$ cat src/rtl/mem_arb_pkg.sv
// Shared types and constants for the two-port memory arbiter.
// State encoding is 2-bit; GRANT_* values are what last_grant holds.
package mem_arb_pkg;

    localparam int ADDR_W_DEF = 28;
    localparam int DATA_W_DEF = 128;

    typedef enum logic [1:0] {
        S_IDLE    = 2'd0,
        S_SERVE_I = 2'd1,
        S_SERVE_D = 2'd2
    } state_t;

    localparam logic GRANT_I = 1'b0;
    localparam logic GRANT_D = 1'b1;

endpackage

$ cat src/rtl/rr_arb2.sv
// Two-way round-robin tie-break: one-hot grant, bit0 = I port, bit1 = D port.
// Latency: purely combinational.
// Backpressure: none; the caller decides when the grant is consumed.
module rr_arb2
    import mem_arb_pkg::*;
(
    input  logic       req_i,
    input  logic       req_d,
    input  logic       last_grant,
    output logic [1:0] grant
);

    always_comb begin
        grant = 2'b00;
        if (req_i && req_d) begin
            grant = (last_grant == GRANT_D) ? 2'b01 : 2'b10;
        end else begin
            grant = {req_d, req_i};
        end
    end

endmodule

$ cat src/rtl/mem_arbiter.sv
// Arbitrates I-cache and D-cache block requests onto one memory port.
// Latency: 1 cycle to mem_* asserted, memory latency, then 1 idle bubble.
// Backpressure: mem_* held stable until mem_ready; losing port simply waits.
module mem_arbiter
    import mem_arb_pkg::*;
#(
    parameter int ADDR_W = ADDR_W_DEF,
    parameter int DATA_W = DATA_W_DEF
) (
    input  logic              clk,
    input  logic              proc_reset,
    input  logic              i_read,
    input  logic [ADDR_W-1:0] i_addr,
    output logic [DATA_W-1:0] i_rdata,
    output logic              i_ready,
    input  logic              d_read,
    input  logic              d_write,
    input  logic [ADDR_W-1:0] d_addr,
    input  logic [DATA_W-1:0] d_wdata,
    output logic [DATA_W-1:0] d_rdata,
    output logic              d_ready,
    output logic              mem_read,
    output logic              mem_write,
    output logic [ADDR_W-1:0] mem_addr,
    output logic [DATA_W-1:0] mem_wdata,
    input  logic [DATA_W-1:0] mem_rdata,
    input  logic              mem_ready
);

    state_t     state;
    logic       last_grant;
    logic       d_req;
    logic [1:0] grant;

    assign d_req = d_read | d_write;

    rr_arb2 u_rr_arb2 (
        .req_i      (i_read),
        .req_d      (d_req),
        .last_grant (last_grant),
        .grant      (grant)
    );

    // Read data is broadcast; the per-port ready is the only qualifier.
    assign i_rdata = mem_rdata;
    assign d_rdata = mem_rdata;
    assign i_ready = (state == S_SERVE_I) && mem_ready;
    assign d_ready = (state == S_SERVE_D) && mem_ready;

    always_ff @(posedge clk) begin
        if (proc_reset) begin
            state      <= S_IDLE;
            mem_read   <= 1'b0;
            mem_write  <= 1'b0;
            mem_addr   <= '0;
            mem_wdata  <= '0;
            last_grant <= GRANT_D;
        end else begin
            case (state)
                S_IDLE: begin
                    if (grant[0]) begin
                        state     <= S_SERVE_I;
                        mem_read  <= 1'b1;
                        mem_write <= 1'b0;
                        mem_addr  <= i_addr;
                    end else if (grant[1]) begin
                        // A simultaneous read+write is taken as a write.
                        state     <= S_SERVE_D;
                        mem_read  <= ~d_write;
                        mem_write <= d_write;
                        mem_addr  <= d_addr;
                        mem_wdata <= d_wdata;
                    end
                end
                S_SERVE_I: begin
                    if (mem_ready) begin
                        state      <= S_IDLE;
                        mem_read   <= 1'b0;
                        mem_write  <= 1'b0;
                        last_grant <= GRANT_I;
                    end
                end
                S_SERVE_D: begin
                    if (mem_ready) begin
                        state      <= S_IDLE;
                        mem_read   <= 1'b0;
                        mem_write  <= 1'b0;
                        last_grant <= GRANT_D;
                    end
                end
                default: begin
                    state     <= S_IDLE;
                    mem_read  <= 1'b0;
                    mem_write <= 1'b0;
                end
            endcase
        end
    end

endmodule

$ cat config.mk
export PLATFORM = sky130hd
export DESIGN_NAME = mem_arbiter
export DESIGN_NICKNAME = d
export VERILOG_FILES = /design/src/rtl/mem_arb_pkg.sv /design/src/rtl/rr_arb2.sv /design/src/rtl/mem_arbiter.sv
export SDC_FILE = /design/constraint.sdc
export NUM_CORES = 1
export LEC_CHECK = 0
export BUFFER_PORTS_ARGS = -buffer_cell sky130_fd_sc_hd__buf_2
export CORE_AREA = 2 2 287 289
export DETAILED_ROUTE_END_ITERATION = 7
export DIE_AREA = 0 0 289 291
export PLACE_DENSITY = 0.3
export SETUP_SLACK_MARGIN = 0.3
export SLEW_MARGIN = 20
export SYNTH_ARGS = -nofsm -noshare
export SYNTH_HDL_FRONTEND = slang
export SYNTH_SLANG_ARGS = --single-unit
export TNS_END_PERCENT = 10
$ cat constraint.sdc
create_clock -name clk -period 2 [get_ports clk]
set_clock_uncertainty 0.05 [all_clocks]
set_input_delay 0.3 -clock clk [delete_from_list [all_inputs] [get_ports clk]]
set_output_delay 0.3 -clock clk [all_outputs]
set_load 0.02 [all_outputs]
== Word-level counts from Yosys, hierarchy flattened ==
Cells that the tools add are included.
Operators by class
  $add $sub $neg: 0
  multipliers: 0
  divide/modulo/power cells: 0
  magnitude comparators: 0
  eq/ne operators: 6
  shifts and indexed selects: 0
  mux-type cells: 17
  bitwise operators: 3
  reduce and logical (&&, ||, !) cells: 11
Operators with widths (count)
  $mux 28: 2
  $mux 2: 5
  $mux 1: 6
  $pmux 1 s2: 3
  $reduce_and 3->1: 2
  $ne 2x2->1 const B: 2
  $pmux 2 s2: 1
  $reduce_and 2->1: 2
  $reduce_bool 2->1: 2
  $logic_and 1x1->1: 3
  $ne 3x3->1 const B: 1
  $eq 2x1->1 const B: 1
  $eq 2x2->1 const B: 1
  $logic_not 2->1: 1
  $ne 2x1->1 const B: 1
  $not 1->1: 2
  $reduce_or 2->1: 1
  $or 1x1->1: 1
Storage, ports and cells
  flip-flop bits (word level): 161
  bits in latches: 0
  bits in writable memories: 0
  bits in read-only memories: 0
  output and inout port bits: 416
  memories: 0

== Depth between registers and ports, before layout ==
Gate-level depths: netlist (run 1).
  word-level depth: 6
  gate-level depth with buffers: 7
  gate-level depth less buffers: 5

== Hierarchy ==
From an unflattened synthesis (run 1), not the netlist that was laid out.
Unflattened totals
  cell total of the unflattened synthesis: 977
  area, all modules: 7882.6 um^2
By module, submodules not included
  mem_arbiter: times used 1, cells an instance 974, area each 7863.8 um^2
  rr_arb2: times used 1, cells an instance 3, area each 18.8 um^2

== Worst setup path after synthesis (run 1) ==
Ideal clock, no wire load.
  path kind: reg-to-reg
  start: register state[0]
  end: register mem_addr[13]
  setup time: 0.089 ns
  arrival time: 1.339 ns
  required time: 1.861 ns
  slack: 0.522 ns
  cell stages (with the launch flop): 8
  cell sequence: dfxtp_1 inv_1 ha_1 o31a_1 buf_6 buf_4 nor2_1 a311oi_2
On the way
  longest elaborated chain between the ends: 2
Ends and longest elaborated chain
  start, declared: line mem_arbiter.sv:30  | state_t state;
  start signal, assigned: line mem_arbiter.sv:52  | state <= S_IDLE;
  start signal, assigned: line mem_arbiter.sv:62  | state <= S_SERVE_I;
  start signal, assigned: line mem_arbiter.sv:68  | state <= S_SERVE_D;
  $logic_not 2->1: line mem_arbiter.sv:59  | case (state)
  $reduce_and 2->1 (no line)
  end signal, assigned: line mem_arbiter.sv:65  | mem_addr <= i_addr;
  end signal, assigned: line mem_arbiter.sv:71  | mem_addr <= d_addr;
  end, declared: line mem_arbiter.sv:24  | output logic [ADDR_W-1:0] mem_addr,
No other way between the ends.
A chain may end at the register's enable or synchronous reset.

== Worst setup path after layout (run 1) ==
  start: register state[0]
  end: output d_ready
On the way
  longest elaborated chain between the ends: 2
Ends and longest elaborated chain
  $eq 2x2->1: line mem_arbiter.sv:48  | assign d_ready = (state == S_SERVE_D) && mem_ready;
  $logic_and 1x1->1: line mem_arbiter.sv:48
  end, declared: line mem_arbiter.sv:21  | output logic d_ready,
No other way between the ends.

==> summary.txt, run 1 <==
Share of cells above drive strength 1 = 37.1%
Total Power = 10.2 mW
Top FF cell, synth = dfxtp_1
Total number of vias = 7,931
Reg clk slew, reported paths = 70 ps
Core Box Area = 81,200 µm²
Hold Path Class = input port to flop
Fin. max-slew vios = 0
DRC Markers = 0
Worst IR Drop VDD = 0.578 mV
Mapped Nets = 1,361
Worst Setup Path Type = flop to primary output
Die W = 289 µm
CTS sink count = 161
First-pass GRT wire length = 49,900 µm
Layout Nets = 1,561
WHS = 62.5 ps
CP max stage delay = 380 ps
Hold violation count in the final report = 0
Synth async-reset ratio = 0%
GRT Util Overall = 8.00%
Top cells by area, synth = dfxtp_1 (38%), buf_4 (23%), nand3_1 (9.1%)
Placer congestion estimate = 0.706
Vias per cell = 3.42
Slowest CP cell = dfxtp_4
Synth Area per Inst = 8.22 µm²
Mapped Cells = 1,040
Setup Total Neg Slack = 0 ps
Vias in the first global route = 8,172
Yosys Warn Count = 0
Crit path arrival time = 1320 ps
Placed cells = 2,144
Status = finished, final reports clean
CTS tree = yes
Largest area contributor in the netlist = dfxtp_1
Die Area = 84,100 µm²
Initial antenna violation count = 2
Antenna diodes = 0
Area grow syn2layout = 39.4%
P_leak = 4.82 nW
Synth top cells by count = buf_4 (260), dfxtp_1 (161), nand3_1 (155)
Pwr dens = 853 nW/µm²
Unique masters post-synth = 33
Crit path cell chain = inv_4 -> ha_4 -> and2_4 -> buf_6
Worst Setup Start Kind = flop
Slew @ Worst Pin = 455 ps
Routed wire length per instance = 15.3 µm
Sequential element share of the synthesized area = 37.7%
Max Cap Viol = 0
I/O Pins = 734
Post-DP HPWL = 23,100 µm
# port buffers = 349
RSZ-0062 raised after global routing = yes
Minimum clock period = 1670 ps
Clock Tree Buf Depth = 2
Starting Density = 10.5%
Post-synth top area share = 37.7%
Crit path capture type = primary output
Clk root buf = clkbuf_16
Clock Latency Late Sink = 480 ps
Seq cells post-synth = 161
Total wire length = 35,400 µm
Rows = 105
Post-layout util = 14.7%
DRT Pass-1 Iters = 6
GR Overflow Total = 0
Htree depth = 4
Worst rel slew slack = 69.7%
CTS buffer count = 17
CP required = 1650 ps
Peak Freq = 599 MHz
Largest net degree at the start of global routing = 72
Mapped Area = 8550 µm²
Final cell count without fillers = 2,322
Period utilization = 83.5%
Die H = 291 µm
Post-synth EDFFs = 0
Drt first-iter violations = 231
Critical Path Fanout Max = 3
Final setup vio count = 0
Antenna viol nets, final = 0
Count leader, synth = buf_4
[final timing paths]
check | cells past startpoint | start | slack [ps] | to
min | 3 | d_wdata[73] | 60 | mem_wdata[73]$_SDFFE_PP0P_
min reg2reg | 2 | mem_wdata[51]$_SDFFE_PP0P_ | 420 | mem_wdata[51]$_SDFFE_PP0P_
max reg2reg | 8 | state[1]$_SDFFE_PP0P_ | 370 | mem_wdata[108]$_SDFFE_PP0P_
max | 4 | state[0]$_SDFFE_PP0P_ | 330 | d_ready
[power by group]
part           total, mW  internal (mW)  switching [mW]
clock               3.47           1.90            1.57
sequential          3.69           3.53           0.154
combinational       3.01           1.24            1.77
[metal layers]
| layer | global-route usage [%] | up-vias | part of all wire, % |
|---|---|---|---|
| met2 | 12.5 | 358 | 46 |
| met5 | 0.291 | - | 0.037 |
| met4 | 5.81 | 2 | 5.5 |
| met1 | 8.70 | 3713 | 41 |
| met3 | 3.18 | 106 | 7.9 |
| li1 | - | 3752 | - |
[layout make-up]
| cell class | count | area, µm² |
|---|---|---|
| Fill cell | 9361 | 69300 |
| Multi-Input combinational cell | 525 | 2990 |
| Timing Repair Buffer | 530 | 3760 |
| Sequential cell | 161 | 3230 |
| Clock inverter | 9 | 109 |
| Clock buffer | 22 | 464 |
| Inverter | 5 | 23.8 |
| Tap cell | 1070 | 1340 |
[registers in the layout, summed over array words and instances, names as in the netlist]
register,cells
last_grant,1
mem_read,1
state,2
mem_addr,28
mem_write,1
mem_wdata,128
[through the flow]
step	area, µm²	worst slack (ps)
2_1_floorplan	8550	522
3_3_place_gp	9690	195
3_5_place_dp	9690	169
4_1_cts	11700	272
5_1_grt	11900	255
6_report	11900	330
[layout by cell type (no fill, tap or decap), drive strengths merged]
cell type	synthesis	layout
o21a	1	1
dlygate4sd3	0	133
nand4	2	2
o21bai	1	1
nand2	3	3
a211o	1	1
a311oi	27	27
nand3	155	155
o31a	1	1
nor2b	2	2
a211oi	1	1
dfxtp	161	161
nor4b	1	1
o21ba	1	1
clkinvlp	0	1
a21o	1	1
ha	3	3
and2	2	2
clkinv	0	6
inv	5	5
a2111oi	1	1
o21ai	158	158
clkbuf	38	26
bufinv	0	2
o32ai	2	2
a21oi	130	130
nand2b	2	2
bufbuf	0	1
buf	311	392
nor2	30	30
[cell families (layout without fill, tap and decap cells)]
group / count (synthesis) / after routing / share of synthesized area, %
AOI/OAI and AO/OA: 325 / 325 / 22.2
buffers and inverters: 354 / 566 / 28.4
DFF: 161 / 161 / 37.7
adders and majority gates: 3 / 3 / 0.439
and+or+nand+nor: 197 / 197 / 11.2
[worst max-delay path: cells and delay by family, from the launching register on]
family        cells  cell delay (ps)
flops             1              380
buf+inv           2              180
fa+ha+maj         1              140
simple gates      1              140
[repair_timing]
item                                    CTS  global route
hold endpoints to repair                129             0
endpoints found under the setup margin  160           148
cloned                                    1             4
gates resized for setup                  14            11
pin swaps                                 3             0
buffers inserted                          4             5
hold buffers                            133             0
(Power assumes the default switching activity.)
==> inputs of run 2 (changes only) <==
Clock period 2 ns to 1.7 ns, I/O delays scaled along.
==> run 2 against run 1 <==
Compared with the run above: wire length grew 14%; largest cell class unchanged; first-iteration DRC count shrank 14%; register-to-register slack lost 370 ps; flip-flop and latch count is the same; global-route usage grew 0.62 points; combinational power grew 66%; critical endpoint is now mem_wdata[0]$_SDFFE_PP0P_; die area is the same; sequential power grew 20%; final cell count grew 3.2%; setup slack lost 330 ps; core utilization grew 3.3 points.
==> summary.txt, run 2 (same netlist as run 1, synthesis figures left out) <==
Vias in the first global route = 8,487 (+3.9%)
Die H = 291 µm (unchanged)
Initial antenna violation count = 2 (unchanged)
Clock Latency Late Sink = 480 ps (about the same)
Routed wire length per instance = 16.9 µm (+10%)
Hold Path Class = input port to flop
CP required = 2010 ps (+360 ps)
Reg clk slew, reported paths = 70 ps (about the same)
Pwr dens = 950 nW/µm² (+11%)
Setup Total Neg Slack = 0 ps (unchanged)
Final setup vio count = 0 (unchanged)
Largest Register = mem_wdata
DRT Pass-1 Iters = 4 (-2)
Period utilization = 99.7%
Core Box Area = 81,200 µm² (unchanged)
Worst IR Drop VDD = 0.684 mV (+18%)
Total wire length = 40,400 µm (+14%)
Worst Setup Path Type = flop to flop
Die W = 289 µm (unchanged)
Die Area = 84,100 µm² (unchanged)
Placer congestion estimate = 0.708 (+0.20%)
Largest net degree at the start of global routing = 69 (-4.2%)
CTS tree = yes
Commonest non-fill, non-tap cells in the layout = buf_2 (315), dlygate4sd3_1 (178), dfxtp_1 (137), nand3_2 (98), o21ai_0 (85)
Total number of vias = 8,508 (+7.3%)
# port buffers = 349 (unchanged)
Status = finished, final reports clean
GR Overflow Total = 0 (unchanged)
Buffers & Inverters on Critical Path = 2 (unchanged)
Layout Nets = 1,632 (+4.5%)
I/O Pins = 734 (unchanged)
CP max stage delay = 370 ps (about the same)
Drt first-iter violations = 199 (-14%)
DRC Markers = 0 (unchanged)
Crit path capture type = flop
Peak Freq = 590 MHz
Combinational share of power = 36.0% (+6.4 points)
Commonest non-fill, non-tap cell in the layout = buf_2
Post-route cell area = 14,600 µm² (+22%)
Multi-input logic area = 4530 µm² (+52%)
Max Cap Viol = 0 (unchanged)
Minimum clock period = 1700 ps
Fin. max-slew vios = 0 (unchanged)
Max FFs per register = 128 (unchanged)
Worst Setup Start Kind = flop
Critical Path Fanout Max = 60 (+57)
Share of cells above drive strength 1 = 59.6% (+22 points)
Worst rel slew slack = 58.5% (-11 points)
Slew @ Worst Pin = 623 ps (+168 ps)
Filler cells = 9,119 (-2.6%)
Slowest CP cell = dfxtp_4
Top Registers = mem_wdata: 128 flops, mem_addr: 28 flops, state: 2 flops
P_leak = 5.50 nW (+14%)
CTS buffer count = 17 (unchanged)
Starting Density = 10.5% (unchanged)
CTS sink count = 161 (unchanged)
Sw Share = 35.7% (+1.3 points)
Area grow syn2layout = 70.6%
Int Power = 8.91 mW (+34%)
Vias per cell = 3.55 (+4.0%)
RSZ-0062 raised after global routing = yes
Clock Tree Buf Depth = 2 (unchanged)
Htree depth = 4 (unchanged)
Placed cell area = 9730 µm² (+0.41%)
Rows = 105 (unchanged)
Antenna viol nets, final = 0 (unchanged)
Clk root buf = clkbuf_16
First-pass GRT wire length = 53,800 µm (+7.7%)
Crit path arrival time = 2010 ps (+690 ps)
Crit path cell chain = inv_4 -> ha_4 -> o21ai_4 -> clkbuf_16 -> o21ai_0 -> a21oi_1
NetSw = 4.95 mW (+42%)
Sequential share of power = 32.0% (-4.3 points)
Sequential cell area = 3260 µm² (+0.77%)
GRT Util Overall = 8.62% (+0.62 points)
CP top delay family = compound AO/OA/AOI/OAI gates
Hold violation count in the final report = 0 (unchanged)
Post-DP HPWL = 24,700 µm (+7.2%)
Clk network pwr share = 32.0% (-2.1 points)
-- run 2: changes by cell type in the layout (fill, tap and decap cells not counted), sizes merged --
cell,change
clkbuf,+4
buf,+21
inv,+1
bufbuf,-1
diode,+2
bufinv,+2
dlygate4sd3,+45
-- run 2: final timing paths --
| path | start | to | slack [ps] | cells after the start |
|---|---|---|---|---|
| setup / recovery | state[0]$_SDFFE_PP0P_ | mem_wdata[0]$_SDFFE_PP0P_ | 5 | 6 |
| hold / removal | i_addr[25] | mem_addr[25]$_SDFFE_PP0P_ | 50 | 3 |
| setup reg to reg | state[0]$_SDFFE_PP0P_ | mem_wdata[0]$_SDFFE_PP0P_ | 5 | 6 |
| hold reg to reg | mem_wdata[69]$_SDFFE_PP0P_ | mem_wdata[69]$_SDFFE_PP0P_ | 410 | 2 |
-- run 2: repair_timing --
action,in CTS,in global routing
resized for setup,313,179
hold endpoints to repair,155,0
hold buffers,178,0
setup endpoints to repair,169,189
pin swaps,289,164
buffers inserted,11,11
gates cloned,6,10
-- run 2: area by class of cell --
type	count	area share [%]
timing repair buffer	601	32.9
multi-input combinational	525	31.0
clock inverter	12	1.24
sequential	161	22.3
antenna	2	0.0343
tap	1070	9.18
inverter	5	0.146
clock buffer	20	3.13
-- run 2: power by group through the flow --
| stage | sequential (mW) | clock [mW] | combinational [mW] |
|---|---|---|---|
| after global placement | 4.42 | 0 | 3.00 |
| after global routing | 4.48 | 4.79 | 5.32 |
| after floorplan | 4.86 | 0 | 2.18 |
| final | 4.43 | 4.44 | 4.99 |
| after CTS | 4.40 | 4.70 | 4.32 |
| after detailed placement | 4.42 | 0 | 3.00 |
-- run 2: routing by layer --
metal	share of wire, %	vias to the layer above	track usage (%)
met3	8.9	121	3.79
met5	0.15	-	0.465
met4	4.9	2	5.64
met1	40	4102	9.31
li1	-	3911	-
met2	46	372	13.6
-- run 2: worst register-to-register path, stage by stage, from the launching register on --
cell and delay (ps):
dfxtp_4 370, inv_4 80, ha_4 170, o21ai_4 90, clkbuf_16 220, o21ai_0 500
a21oi_1 90
-- run 2: metrics by stage --
stage	util [%]	std cells	power (mW)	hold WS [ps]	setup WS [ps]
3_5_place_dp	12.0	2146	7.43	413	110
4_1_cts	16.9	2373	13.4	1.94	-6.88
5_1_grt	18.0	2396	14.6	17.6	-17.6
2_1_floorplan	-	1040	7.05	353	305
3_3_place_gp	12.0	2146	7.42	407	109
6_report	18.0	2396	13.9	50.9	4.68
==> inputs of run 3 (changes only) <==
==> constraint.sdc (replaced) <==
create_clock -name clk -period 1.7 [get_ports clk]
set_clock_uncertainty 0.05 [all_clocks]
set_input_delay 0.17 -clock clk [delete_from_list [all_inputs] [get_ports clk]]
set_output_delay 0.17 -clock clk [all_outputs]
set_load 0.02 [all_outputs]
==> run 3 against run 2 <==
Compared with the run above: final cell count fell by 1.1%; combinational power fell by 28%; clock power fell by 7.2%; final area fell by 15%; largest power group is now sequential cells; highest routed layer unchanged.
==> summary.txt, run 3 (same netlist as run 1, synthesis figures left out) <==
Worst Setup Start Kind = flop
Reg clk slew, reported paths = 70 ps (about the same)
Core Box Area = 81,200 µm² (unchanged)
Worst IR Drop VDD = 0.637 mV (-6.9%)
Hold violation count in the final report = 0 (unchanged)
Htree depth = 4 (unchanged)
RSZ-0062 raised after global routing = yes
Max FFs per register = 128 (unchanged)
Setup Total Neg Slack = 0 ps (unchanged)
Share of cells above drive strength 1 = 36.0% (-24 points)
Placed cells = 2,142 (-0.19%)
Clk root buf = clkbuf_16
I/O Pins = 734 (unchanged)
CTS sink count = 161 (unchanged)
GRT Util Overall = 8.46% (-0.17 points)
Antenna viol nets, final = 0 (unchanged)
Worst Hold Depth = 3 (unchanged)
Total number of vias = 8,189 (-3.7%)
Peak Freq = 644 MHz (+9.2%)
Post-DP HPWL = 24,700 µm (-0.24%)
Total Power = 12.1 mW (-13%)
Drt first-iter violations = 369 (+85%)
Slack of the critical path = 148 ps (+143 ps)
Status = finished, final reports clean
Minimum clock period = 1550 ps (-143 ps)
Routed wire length per instance = 15.7 µm (-6.6%)
Die Area = 84,100 µm² (unchanged)
Area grow syn2layout = 45.6%
Clock Latency Late Sink = 490 ps (about the same)
Top Registers = mem_wdata: 128 flops, mem_addr: 28 flops, state: 2 flops
Slew @ Worst Pin = 538 ps (-84.7 ps)
DP Worst Slack = 66.3 ps (-44.1 ps)
Rows = 105 (unchanged)
Starting Density = 10.5% (unchanged)
First-pass GRT wire length = 52,600 µm (-2.1%)
WHS = 56.8 ps (+5.95 ps)
Hold Path Class = input port to flop
Die W = 289 µm (unchanged)
Commonest non-fill, non-tap cell in the layout = buf_2
Final cell count without fillers = 2,369 (-1.1%)
Max Cap Viol = 0 (unchanged)
Crit path arrival time = 1920 ps (-90 ps)
Final setup vio count = 0 (unchanged)
Crit path capture type = flop
Worst rel slew slack = 64.1% (+5.6 points)
Period utilization = 91.3% (-8.4 points)
Largest net degree at the start of global routing = 69 (unchanged)
CTS tree = yes
Placed cell area = 9720 µm² (about the same)
Total wire length = 37,300 µm (-7.6%)
Worst-case reg-to-reg path depth = 6 (unchanged)
Layout Nets = 1,606 (-1.6%)
CP required = 2070 ps (+60 ps)
# port buffers = 349 (unchanged)
DRC Markers = 0 (unchanged)
P_leak = 5.00 nW (-9.1%)
DRT Pass-1 Iters = 7 (+3)
CTS buffer count = 17 (unchanged)
Largest Register = mem_wdata
Placer congestion estimate = 0.705 (-0.45%)
Critical Path Fanout Max = 68 (+13%)
Vias in the first global route = 8,348 (-1.6%)
GR Overflow Total = 0 (unchanged)
Vias per cell = 3.46 (-2.7%)
Pwr dens = 971 nW/µm² (+2.2%)
Initial antenna violation count = 3 (+1)
Clock Tree Buf Depth = 2 (unchanged)
Commonest non-fill, non-tap cells in the layout = buf_2 (346), dlygate4sd3_1 (186), dfxtp_1 (158), nand3_1 (154), o21ai_0 (141)
Worst Setup Path Type = flop to flop
Fin. max-slew vios = 0 (unchanged)
Post-route cell area = 12,400 µm² (-15%)
Die H = 291 µm (unchanged)
Post-layout util = 15.3% (-2.6 points)
[run 3: changes by cell type in the layout (fill, tap and decap cells not counted), moves of 31 or more]
| cell | change |
|---|---|
| buf_4 | -38 |
| a21oi_2 | -83 |
| buf_2 | +31 |
| nand3_2 | -97 |
| a21oi_1 | +83 |
| nand3_1 | +125 |
| o21ai_0 | +56 |
[run 3: cell type report]
type,instances,area [µm²]
Clock inverter,12,133
Multi-Input combinational cell,525,3030
Timing Repair Buffer,575,4250
Inverter,5,23.8
Tap cell,1070,1340
Antenna cell,1,2.50
Sequential cell,161,3230
Clock buffer,20,447
Fill cell,9292,68700
[run 3: critical path, cell delays in order (launching register included)]
cell and delay, ps:
dfxtp_4 370, inv_4 70, ha_4 180, o21a_4 170, buf_12 280, nand3_1 140
a21oi_1 150
[run 3: repair_timing]
action                                  CTS  global route
endpoints found under the setup margin  160           163
gates cloned                              2             3
gates resized for setup                  18            18
pin swaps                                 3             7
buffers inserted                          1             2
endpoints found under the hold margin   158             1
hold buffers                            185             1
[run 3: worst paths after layout]
path / endpoint / slack [ps] / startpoint
max: mem_wdata[83]$_SDFFE_PP0P_ / 150 / state[1]$_SDFFE_PP0P_
min: state[0]$_SDFFE_PP0P_ / 60 / i_read
max reg2reg: mem_wdata[83]$_SDFFE_PP0P_ / 150 / state[1]$_SDFFE_PP0P_
min reg2reg: mem_wdata[50]$_SDFFE_PP0P_ / 420 / mem_wdata[50]$_SDFFE_PP0P_
[run 3: power breakdown]
| part | switching (mW) | internal (mW) | leakage, nW |
|---|---|---|---|
| Sequential | 0.206 | 4.16 | 1.32 |
| Clock | 1.92 | 2.20 | 0.277 |
| Combinational | 2.12 | 1.49 | 3.40 |
[run 3: routing by layer]
metal  global-route usage (%)  share of wire (%)
met3                     3.88                9.5
met2                     13.2                 45
met1                     9.06                 40
met4                     5.75                5.4
met5                    0.465               0.19
